--- config.mk ---
export PLATFORM = sky130hd
export DESIGN_NAME = hazard_stall_unit_flat
export DESIGN_NICKNAME = d
export VERILOG_FILES = /design/src/rtl/hazard_stall_unit_if.sv /design/src/rtl/hazard_stall_unit.sv /design/src/flat_wrapper.sv
export SDC_FILE = /design/constraint.sdc
export NUM_CORES = 1
export LEC_CHECK = 0
export BUFFER_PORTS_ARGS = -buffer_cell sky130_fd_sc_hd__buf_2
export CORE_UTILIZATION = 45
export DETAILED_ROUTE_END_ITERATION = 7
export PLACE_DENSITY_LB_ADDON = 0.05
export SYNTH_ARGS = -nofsm -noshare
export SYNTH_HDL_FRONTEND = slang
export SYNTH_SLANG_ARGS = --single-unit
--- constraint.sdc ---
create_clock -name clk -period 1.8 [get_ports clk]
set_input_delay 0.09 -clock clk [delete_from_list [all_inputs] [get_ports clk]]
set_output_delay 0.09 -clock clk [all_outputs]
set_load 0.01 [all_outputs]
--- src/rtl/hazard_stall_unit_if.sv ---
`default_nettype none
// ============================================================================
// Module      : hazard_stall_unit_if
// Description : ID-stage control bundle between the decode stage and the
//               hazard/stall unit: ID operand fields and memory handshake in,
//               stall/freeze controls and tracked destinations out.
// Revision    : 1.0 - initial release
// ============================================================================
interface hazard_stall_unit_if #(
  parameter int REG_ADDR_W = 5
);
  logic [REG_ADDR_W-1:0] src1_ID;
  logic [REG_ADDR_W-1:0] src2_ID;
  logic                  src2_used_ID;
  logic [REG_ADDR_W-1:0] dest_ID;
  logic                  reg_write_en_ID;
  logic                  mem_read_ID;
  logic                  mem_write_ID;
  logic                  valid_ID;
  logic                  flush;
  logic                  mem_ready;

  logic                  hazard_stall;
  logic                  pipe_freeze;
  logic                  mem_err;
  logic [REG_ADDR_W-1:0] exe_dest;
  logic [REG_ADDR_W-1:0] mem_dest;
  logic [REG_ADDR_W-1:0] wb_dest;
  logic                  exe_we;
  logic                  mem_we;
  logic                  wb_we;

  // Decode stage / memory side: drives ID fields and handshake, observes controls.
  modport master (
    output src1_ID, src2_ID, src2_used_ID, dest_ID, reg_write_en_ID,
           mem_read_ID, mem_write_ID, valid_ID, flush, mem_ready,
    input  hazard_stall, pipe_freeze, mem_err,
           exe_dest, mem_dest, wb_dest, exe_we, mem_we, wb_we
  );

  // Hazard unit side.
  modport slave (
    input  src1_ID, src2_ID, src2_used_ID, dest_ID, reg_write_en_ID,
           mem_read_ID, mem_write_ID, valid_ID, flush, mem_ready,
    output hazard_stall, pipe_freeze, mem_err,
           exe_dest, mem_dest, wb_dest, exe_we, mem_we, wb_we
  );
endinterface
`default_nettype wire

--- src/rtl/hazard_stall_unit.sv ---
`default_nettype none
// ============================================================================
// Module      : hazard_stall_unit
// Description : Tracks destinations in flight through EXE/MEM/WB, raises
//               RAW stalls at ID and freezes the pipeline while a data-memory
//               access is outstanding (with a sticky timeout error).
//               Build option FORWARD_EN: when defined, a bypass network exists
//               downstream and only load-use against EXE stalls; when
//               undefined, any match against EXE or MEM stalls.
// Revision    : 1.0 - initial release
// ============================================================================
module hazard_stall_unit #(
  parameter int REG_ADDR_W  = 5,
  parameter int MEM_TIMEOUT = 64,  // must be >= 2
  parameter int TO_W        = 7
) (
  input  logic                clk,
  input  logic                rst_n,
  hazard_stall_unit_if.slave  bus
);

  localparam logic [TO_W-1:0] TO_LAST = TO_W'(MEM_TIMEOUT - 1);

  typedef enum logic [0:0] {
    S_RUN      = 1'b0,
    S_MEM_WAIT = 1'b1
  } state_t;

  state_t                state_q, state_d;
  logic [TO_W-1:0]       to_cnt_q, to_cnt_d;
  logic                  mem_err_q, mem_err_d;
  logic                  mem_done_q, mem_done_d;

  logic [REG_ADDR_W-1:0] exe_dest_q, exe_dest_d;
  logic                  exe_we_q, exe_we_d;
  logic                  exe_mem_q, exe_mem_d;
`ifdef FORWARD_EN
  logic                  exe_load_q, exe_load_d;
`endif
  logic [REG_ADDR_W-1:0] mem_dest_q, mem_dest_d;
  logic                  mem_we_q, mem_we_d;
  logic                  mem_mem_q, mem_mem_d;
  logic [REG_ADDR_W-1:0] wb_dest_q, wb_dest_d;
  logic                  wb_we_q, wb_we_d;

  logic                  s1_exe, s2_exe, raw_hit, stall, freeze, issue;
  logic [TO_W-1:0]       to_cnt_inc;

  // RAW detection at ID; register 0 never matches, src2 only when it is a real operand.
  always_comb begin
    s1_exe  = (bus.src1_ID != '0) & exe_we_q & (bus.src1_ID == exe_dest_q);
    s2_exe  = bus.src2_used_ID & (bus.src2_ID != '0) & exe_we_q &
              (bus.src2_ID == exe_dest_q);
`ifdef FORWARD_EN
    // Bypass covers everything except a load still computing its address in EXE.
    raw_hit = exe_load_q & (s1_exe | s2_exe);
`else
    // No bypass: anything not yet written back (EXE or MEM) must be waited out.
    raw_hit = s1_exe | s2_exe |
              ((bus.src1_ID != '0) & mem_we_q & (bus.src1_ID == mem_dest_q)) |
              (bus.src2_used_ID & (bus.src2_ID != '0) & mem_we_q &
               (bus.src2_ID == mem_dest_q));
`endif
    stall   = bus.valid_ID & ~bus.flush & raw_hit;
    issue   = bus.valid_ID & ~stall & ~bus.flush;
    // Release is combinational on mem_ready so the completing edge also advances.
    freeze  = ((state_q == S_MEM_WAIT) & ~bus.mem_ready) |
              ((state_q == S_RUN) & mem_mem_q & ~bus.mem_ready & ~mem_done_q);
  end

  // Memory-wait FSM and timeout counter next state.
  always_comb begin
    state_d    = state_q;
    to_cnt_d   = to_cnt_q;
    mem_err_d  = mem_err_q;
    mem_done_d = mem_done_q;
    to_cnt_inc = to_cnt_q + TO_W'(1);
    case (state_q)
      S_RUN: begin
        if (mem_mem_q & ~bus.mem_ready & ~mem_done_q) begin
          state_d  = S_MEM_WAIT;
          to_cnt_d = '0;
        end
      end
      S_MEM_WAIT: begin
        if (bus.mem_ready) begin
          state_d = S_RUN;
        end else begin
          to_cnt_d = to_cnt_inc;
          // Give up: flag the error and let the stuck access retire as complete.
          if (to_cnt_inc == TO_LAST) begin
            state_d    = S_RUN;
            mem_err_d  = 1'b1;
            mem_done_d = 1'b1;
          end
        end
      end
      default: state_d = S_RUN;
    endcase
    // Once the slot moves out of MEM the done marker has served its purpose.
    if (~freeze) begin
      mem_done_d = 1'b0;
    end
  end

  // Slot shift register: advance unless frozen; EXE takes a bubble when not issuing.
  always_comb begin
    exe_dest_d = exe_dest_q;
    exe_we_d   = exe_we_q;
    exe_mem_d  = exe_mem_q;
`ifdef FORWARD_EN
    exe_load_d = exe_load_q;
`endif
    mem_dest_d = mem_dest_q;
    mem_we_d   = mem_we_q;
    mem_mem_d  = mem_mem_q;
    wb_dest_d  = wb_dest_q;
    wb_we_d    = wb_we_q;
    if (~freeze) begin
      wb_dest_d  = mem_dest_q;
      wb_we_d    = mem_we_q;
      mem_dest_d = exe_dest_q;
      mem_we_d   = exe_we_q;
      mem_mem_d  = exe_mem_q;
      exe_dest_d = issue ? bus.dest_ID : '0;
      exe_we_d   = issue & bus.reg_write_en_ID;
      exe_mem_d  = issue & (bus.mem_read_ID | bus.mem_write_ID);
`ifdef FORWARD_EN
      exe_load_d = issue & bus.mem_read_ID;
`endif
    end
  end

  // State registers with asynchronous reset.
  always_ff @(posedge clk or negedge rst_n) begin
    if (!rst_n) begin
      state_q    <= S_RUN;
      to_cnt_q   <= '0;
      mem_err_q  <= 1'b0;
      mem_done_q <= 1'b0;
      exe_dest_q <= '0;
      exe_we_q   <= 1'b0;
      exe_mem_q  <= 1'b0;
`ifdef FORWARD_EN
      exe_load_q <= 1'b0;
`endif
      mem_dest_q <= '0;
      mem_we_q   <= 1'b0;
      mem_mem_q  <= 1'b0;
      wb_dest_q  <= '0;
      wb_we_q    <= 1'b0;
    end else begin
      state_q    <= state_d;
      to_cnt_q   <= to_cnt_d;
      mem_err_q  <= mem_err_d;
      mem_done_q <= mem_done_d;
      exe_dest_q <= exe_dest_d;
      exe_we_q   <= exe_we_d;
      exe_mem_q  <= exe_mem_d;
`ifdef FORWARD_EN
      exe_load_q <= exe_load_d;
`endif
      mem_dest_q <= mem_dest_d;
      mem_we_q   <= mem_we_d;
      mem_mem_q  <= mem_mem_d;
      wb_dest_q  <= wb_dest_d;
      wb_we_q    <= wb_we_d;
    end
  end

  assign bus.hazard_stall = stall;
  assign bus.pipe_freeze  = freeze;
  assign bus.mem_err      = mem_err_q;
  assign bus.exe_dest     = exe_dest_q;
  assign bus.mem_dest     = mem_dest_q;
  assign bus.wb_dest      = wb_dest_q;
  assign bus.exe_we       = exe_we_q;
  assign bus.mem_we       = mem_we_q;
  assign bus.wb_we        = wb_we_q;

endmodule
`default_nettype wire

--- src/flat_wrapper.sv ---
// flat-port wrapper written by rule: the top's interface ports become plain ports
module hazard_stall_unit_flat 
#(
  parameter int REG_ADDR_W  = 5,
  parameter int MEM_TIMEOUT = 64,                 
  parameter int TO_W        = 7
)
  (clk, rst_n, bus_src1_ID, bus_src2_ID, bus_src2_used_ID, bus_dest_ID, bus_reg_write_en_ID, bus_mem_read_ID, bus_mem_write_ID, bus_valid_ID, bus_flush, bus_mem_ready, bus_hazard_stall, bus_pipe_freeze, bus_mem_err, bus_exe_dest, bus_mem_dest, bus_wb_dest, bus_exe_we, bus_mem_we, bus_wb_we);
  hazard_stall_unit_if #(.REG_ADDR_W(REG_ADDR_W)) bus_i ();
  input  logic clk;
  input  logic rst_n;
  input wire logic [$bits(bus_i.src1_ID)-1:0] bus_src1_ID;
  input wire logic [$bits(bus_i.src2_ID)-1:0] bus_src2_ID;
  input wire logic [$bits(bus_i.src2_used_ID)-1:0] bus_src2_used_ID;
  input wire logic [$bits(bus_i.dest_ID)-1:0] bus_dest_ID;
  input wire logic [$bits(bus_i.reg_write_en_ID)-1:0] bus_reg_write_en_ID;
  input wire logic [$bits(bus_i.mem_read_ID)-1:0] bus_mem_read_ID;
  input wire logic [$bits(bus_i.mem_write_ID)-1:0] bus_mem_write_ID;
  input wire logic [$bits(bus_i.valid_ID)-1:0] bus_valid_ID;
  input wire logic [$bits(bus_i.flush)-1:0] bus_flush;
  input wire logic [$bits(bus_i.mem_ready)-1:0] bus_mem_ready;
  output wire logic [$bits(bus_i.hazard_stall)-1:0] bus_hazard_stall;
  output wire logic [$bits(bus_i.pipe_freeze)-1:0] bus_pipe_freeze;
  output wire logic [$bits(bus_i.mem_err)-1:0] bus_mem_err;
  output wire logic [$bits(bus_i.exe_dest)-1:0] bus_exe_dest;
  output wire logic [$bits(bus_i.mem_dest)-1:0] bus_mem_dest;
  output wire logic [$bits(bus_i.wb_dest)-1:0] bus_wb_dest;
  output wire logic [$bits(bus_i.exe_we)-1:0] bus_exe_we;
  output wire logic [$bits(bus_i.mem_we)-1:0] bus_mem_we;
  output wire logic [$bits(bus_i.wb_we)-1:0] bus_wb_we;
  assign bus_i.src1_ID = bus_src1_ID;
  assign bus_i.src2_ID = bus_src2_ID;
  assign bus_i.src2_used_ID = bus_src2_used_ID;
  assign bus_i.dest_ID = bus_dest_ID;
  assign bus_i.reg_write_en_ID = bus_reg_write_en_ID;
  assign bus_i.mem_read_ID = bus_mem_read_ID;
  assign bus_i.mem_write_ID = bus_mem_write_ID;
  assign bus_i.valid_ID = bus_valid_ID;
  assign bus_i.flush = bus_flush;
  assign bus_i.mem_ready = bus_mem_ready;
  assign bus_hazard_stall = bus_i.hazard_stall;
  assign bus_pipe_freeze = bus_i.pipe_freeze;
  assign bus_mem_err = bus_i.mem_err;
  assign bus_exe_dest = bus_i.exe_dest;
  assign bus_mem_dest = bus_i.mem_dest;
  assign bus_wb_dest = bus_i.wb_dest;
  assign bus_exe_we = bus_i.exe_we;
  assign bus_mem_we = bus_i.mem_we;
  assign bus_wb_we = bus_i.wb_we;
  hazard_stall_unit #(.REG_ADDR_W(REG_ADDR_W), .MEM_TIMEOUT(MEM_TIMEOUT), .TO_W(TO_W)) u_core (.clk(clk), .rst_n(rst_n), .bus(bus_i));
endmodule
After elaboration in Yosys (flattened, before gate mapping)
Index checks and enable logic that the tools add are counted.

cells by class
  equal/unequal tests = 10
  add/subtract/negate cells = 1
  mux-type cells = 12
  bitwise logic cells = 31
  reductions and logical operators = 5

operator list
  kind                                                                   number
  1-bit AND                                                              21
  5-bit equality test                                                    4
  7-bit two-way mux                                                      2
  7-bit case mux with 2 select lines                                     1
  5-bit nonzero test                                                     2
  7-bit by 1-bit adder with 7-bit output, second input constant          1
  7-bit by 6-bit equality test with 1-bit output, second input constant  1
  1-bit two-way mux                                                      7
  2-bit != test, second input constant                                   3
  3-bit AND reduction                                                    2
  5-bit two-way mux                                                      1
  1-bit inverter                                                         5
  1-bit bitwise OR                                                       5
  2-bit by 1-bit != test with 1-bit output, second input constant        2
  1-bit case mux with 2 select lines                                     1
  2-bit AND reduction                                                    1

word-level totals
  flip-flop bits (word level) = 30
  word-level logic and storage cells = 71
  input port bits = 24

Longest topological paths before layout
  word-level depth = 12
  depth in mapped cells = 6
  depth with buffers taken out = 6

Worst setup path after synthesis
No wires, ideal clock.

  path type = register -> output
  start point = register u_core.mem_dest_q[4] (netlist: u_core.bus.mem_dest[4])
  end point = output bus_hazard_stall
  slack = 0.241 ns
  stages on the path, launching flop included = 6
  required time = 1.710 ns
  data arrival time = 1.469 ns
  cells stage by stage = dfrtp_1 xor2_1 nor4_1 a32oi_1 o211ai_2 and3b_2

between the ends
  word-level cells in the longest chain between the ends = 5
  elaborated cells between the ends (all ways) = 7

RTL lines
  element                 RTL line                  source
  start, declared         hazard_stall_unit.sv:40   logic [REG_ADDR_W-1:0] mem_dest_q, mem_dest_d;
  start signal, assigned  hazard_stall_unit.sv:163  mem_dest_q <= mem_dest_d;
  5-bit equality test     hazard_stall_unit.sv:60   ((bus.src1_ID != '0) & mem_we_q & (bus.src1_ID == mem_dest_q)) |
  1-bit AND               hazard_stall_unit.sv:60
  1-bit bitwise OR        hazard_stall_unit.sv:59   raw_hit = s1_exe | s2_exe |
  1-bit bitwise OR *      hazard_stall_unit.sv:60
  1-bit AND *             hazard_stall_unit.sv:64   stall = bus.valid_ID & ~bus.flush & raw_hit;
  end, declared           flat_wrapper.sv:22        output wire logic [$bits(bus_i.hazard_stall)-1:0] bus_hazard_stall;

Every way passes the cells marked *; elsewhere a longest branch is shown, timed or not.

Worst setup path in the final report
  start point = register u_core.exe_dest_q[1] (netlist: u_core.bus.exe_dest[1])
  end point = output bus_hazard_stall

between the ends
  word-level cells in the longest chain between the ends = 6
  elaborated cells between the ends (all ways) = 8

RTL lines
  element                                 RTL line                                          source
  start, declared                         hazard_stall_unit.sv:34                           logic [REG_ADDR_W-1:0] exe_dest_q, exe_dest_d;
  start signal, assigned                  hazard_stall_unit.sv:157                          exe_dest_q <= exe_dest_d;
  5-bit equality test (on tied branches)  hazard_stall_unit.sv:51, hazard_stall_unit.sv:53
  1-bit AND (on tied branches)            hazard_stall_unit.sv:51, hazard_stall_unit.sv:52
  1-bit bitwise OR * (2 in series)        hazard_stall_unit.sv:59
  1-bit bitwise OR *                      hazard_stall_unit.sv:60
  1-bit AND *                             hazard_stall_unit.sv:64

Marks and branches as above.

==> impl_metrics.csv <==
group,metric,value,unit
setup_path,start_kind,"flop",
routing,wl_per_cell,13.0,µm
grt,grt_max_degree,31,
yosys,ys_types,31,
floorplan,dieArea,0.00369,mm²
timing,fin_crit,1.94,ns
timing,tightest_slew,0.651,ns
setup_path,critPathLaunch,"u_core.bus.exe_dest[1]$_DFFE_PN0P_",
placed_design,dp_worst_setup_slack,0.109,ns
yosys,synthesis.nets,200,
timing,maxSlewViolCount,0,
placed_design,dpl.hpwl,2510,µm
yosys,yosys.area_share.adder,1.61,%
timing,max_slew_margin,56.6,%
finish,area_growth_syn_to_layout,30.3,%
timing,maxClockFrequency,516,MHz
floorplan,fp.dieH,60.7,µm
timing,fin_setup_tns,-0.140,ns
grt,grt_pass1_wl,5830,µm
grt,grtUsageTotal,21.8,%
routing,ant_nets,0,
yosys,avgSynthCellArea,8.92,µm²
pwr,vdd_drop_max,0.469,mV
clock_network,cts_tree,"built",
setup_path,r2r_setup_slack,0.10,ns
yosys,synth_area,0.00155,mm²
grt,antenna_found_initial,0,
yosys,synth_xor_area_share,13.0,%
run_status,violations,"negative setup slack",
setup_path,required,1.71,ns
clock_network,clk_latency,0.33,ns
yosys,synth-edff-count,0,
clock_network,cts.clk_slew.worst_paths,0.09,ns
timing,finalHoldViolCount,0,
timing,post-route-period-util,108,%
routing,vias_per_cell,4.96,
setup_path,critical_path_class,"flop to output pin",
hold_path,hp-class,"primary input to flop",
yosys,synth_top_area_share,48.3,%
grt,grt_pass1_vias,1318,
timing,worst_hold_slack,0.00771,ns
hold_path,min_from,"bus_dest_ID[3]",
floorplan,placement_rows,20,
pwr,p_leak,1.03,nW
yosys,synthMuxAreaShare,0,%
yosys,synth-compound-area-share,11.5,%
pwr,sw_frac_of_total,33.1,%
routing,drc,0,
floorplan,die_w,60.7,µm
clock_network,cts_max_level,2,
finish,fin_nets,262,
timing,rsz0062_at_grt,"true",
yosys,netlist_instances,174,
finish,most-common-layout-cells,"57 x nand2_1, 43 x buf_2, 23 x dfrtp_1",
finish,regArea,759,µm²
yosys,async_flop_share,100,%
yosys,seq_area_frac_synth,48.3,%
timing,final-setup-viol-count,1,
clock_network,cts_buffer_depth,2,
clock_network,cts.sinks,30,
pwr,clock_power_share,23.4,%
timing,setup_slack,-0.140,ns
grt,grt_overflow,0,
finish,fillers,288,
setup_path,arrival,1.85,ns
pwr,power_switching,0.561,mW
setup_path,end_kind,"output pin",
finish,multi_input_area,779,µm²
yosys,synth_simple_gate_area_share,23.3,%
pwr,p_comb_share,26.0,%
job,timing.max_cap.violations,0,
finish,n_antenna_cell,0,
floorplan,core-area,0.00315,mm²
yosys,synthTopCellsByArea,"dfrtp_1 48%, nand2_1 14%, xor2_1 9.0%",
pwr,internal_power,1.14,mW
finish,drive_above_1_share,31.9,%
floorplan,start_util,49.2,%
yosys,synth_top_family_by_area,"simple AND/OR/NAND/NOR gates",
yosys,yosysTopAreaCell,"dfrtp_1",
yosys,synthFlopType,"dfrtp_1",
pwr,power_density,838,mW/mm²
pwr,p_seq_share,50.6,%
run_status,status,"finished, violations left",
clock_network,clock-root-buffer,"clkbuf_4",
setup_path,cp_max_fo,4,
routing,routed_wl,3620,µm
clock_network,cts_made_buffers,5,
yosys,ys_ff_latch,30,
placed_design,place.gp.congestion,0.884,
floorplan,io-pin-count,45,
yosys,synth_warnings,0,
timing,fin_skew,0.00493,ns
routing,drtPass1Iterations,4,
placed_design,io_buffers,44,
routing,vias,1384,
routing,drt_iter0_markers,61,
finish,mostFrequentLayoutCell,"nand2_1",
setup_path,reg2reg_from,"u_core.to_cnt_q[0]$_DFFE_PN0P_",
metrics by stage:
| step | instances | instance area, µm² | util, % | total power, mW |
|---|---|---|---|---|
| finish | 279 | 2020 | 64.2 | 1.70 |
| global route | 279 | 2020 | 64.2 | 1.81 |
| CTS | 276 | 1980 | 62.8 | 1.68 |
| detailed placement | 261 | 1840 | 58.3 | 1.27 |
| global placement | 261 | 1840 | 58.3 | 1.26 |
| floorplan | 174 | 1550 | - | 1.09 |
final cells by class:
| type | instances | area share, % |
|---|---|---|
| Clock buffer | 6 | 2.54 |
| Inverter | 4 | 0.742 |
| Tap cell | 44 | 2.72 |
| Multi-Input combinational cell | 135 | 38.5 |
| Timing Repair Buffer | 60 | 17.9 |
| Sequential cell | 30 | 37.5 |
routing by layer:
layer	routed length, µm	GRT usage (%)
met5	0	0
met2	1790	36.6
met1	1620	26.9
met4	53	7.79
met3	155	6.18
power groups by stage:
stage          sequential (mW)  combinational (mW)  clock, mW
6_report                 0.859               0.440      0.397
4_1_cts                  0.859               0.419      0.403
2_1_floorplan            0.878               0.211          0
3_3_place_gp             0.866               0.391          0
3_5_place_dp             0.873               0.397          0
5_1_grt                  0.874               0.496      0.441
logic make-up (layout without fill, tap and decap cells):
kind of cell,after synthesis,count (layout)
simple gates,81,81
fa+ha+maj,2,2
buf+inv,9,70
xor+xnor,23,23
compound gates,29,29
flops,30,30
synth_stat cells, types with 2 or more instances:
cell       n
nor4_1     4
nand3_1    2
nor2_1     4
a21oi_1    2
nand2_1   57
xor2_1    16
nand4_1    2
o21ai_0   17
nand2b_1   2
dfrtp_1   30
clkbuf_1   4
xnor2_1    7
ha_1       2
o31ai_1    2
nor2b_1    3
inv_1      3
nor3_1     2
o21bai_1   2
path summary, 6_finish.rpt:
| path | endpoint | cells past startpoint |
|---|---|---|
| setup reg to reg | u_core.state_q$_DFF_PN0_ | 6 |
| max in group asynchronous | u_core.bus.exe_dest[2]$_DFFE_PN0P_ | 2 |
| hold reg to reg | u_core.bus.wb_dest[0]$_DFFE_PN0P_ | 2 |
| hold / removal | u_core.bus.exe_dest[3]$_DFFE_PN0P_ | 3 |
| setup / recovery | bus_hazard_stall | 6 |
| min in group asynchronous | u_core.to_cnt_q[4]$_DFFE_PN0P_ | 2 |
what timing repair did:
action | CTS | global route
hold endpoints to repair | 34 | 0
hold buffers | 5 | 0
pin swaps | 6 | 3
gates cloned | 0 | 0
setup buffers | 4 | 4
endpoints found under the setup margin | 1 | 6
gates resized for setup | 4 | 8
critical path, stage by stage, from the launching register on:
cell and delay (ns):
dfrtp_2 0.45, xor2_1 0.16, nor4_2 0.30, a32oi_1 0.10
o211ai_2 0.19, and3b_2 0.22, buf_6 0.10
registers in the layout (all words and copies together), names as in the netlist:
signal / count
u_core.bus.exe_dest: 5
u_core.bus.exe_we: 1
u_core.bus.mem_dest: 5
u_core.bus.mem_err: 1
u_core.bus.mem_we: 1
u_core.bus.wb_dest: 5
u_core.bus.wb_we: 1
u_core.exe_mem_q: 1
u_core.mem_done_q: 1
u_core.mem_mem_q: 1
u_core.state_q: 1
u_core.to_cnt_q: 7
No activity file was read; power rests on OpenSTA's default activity.
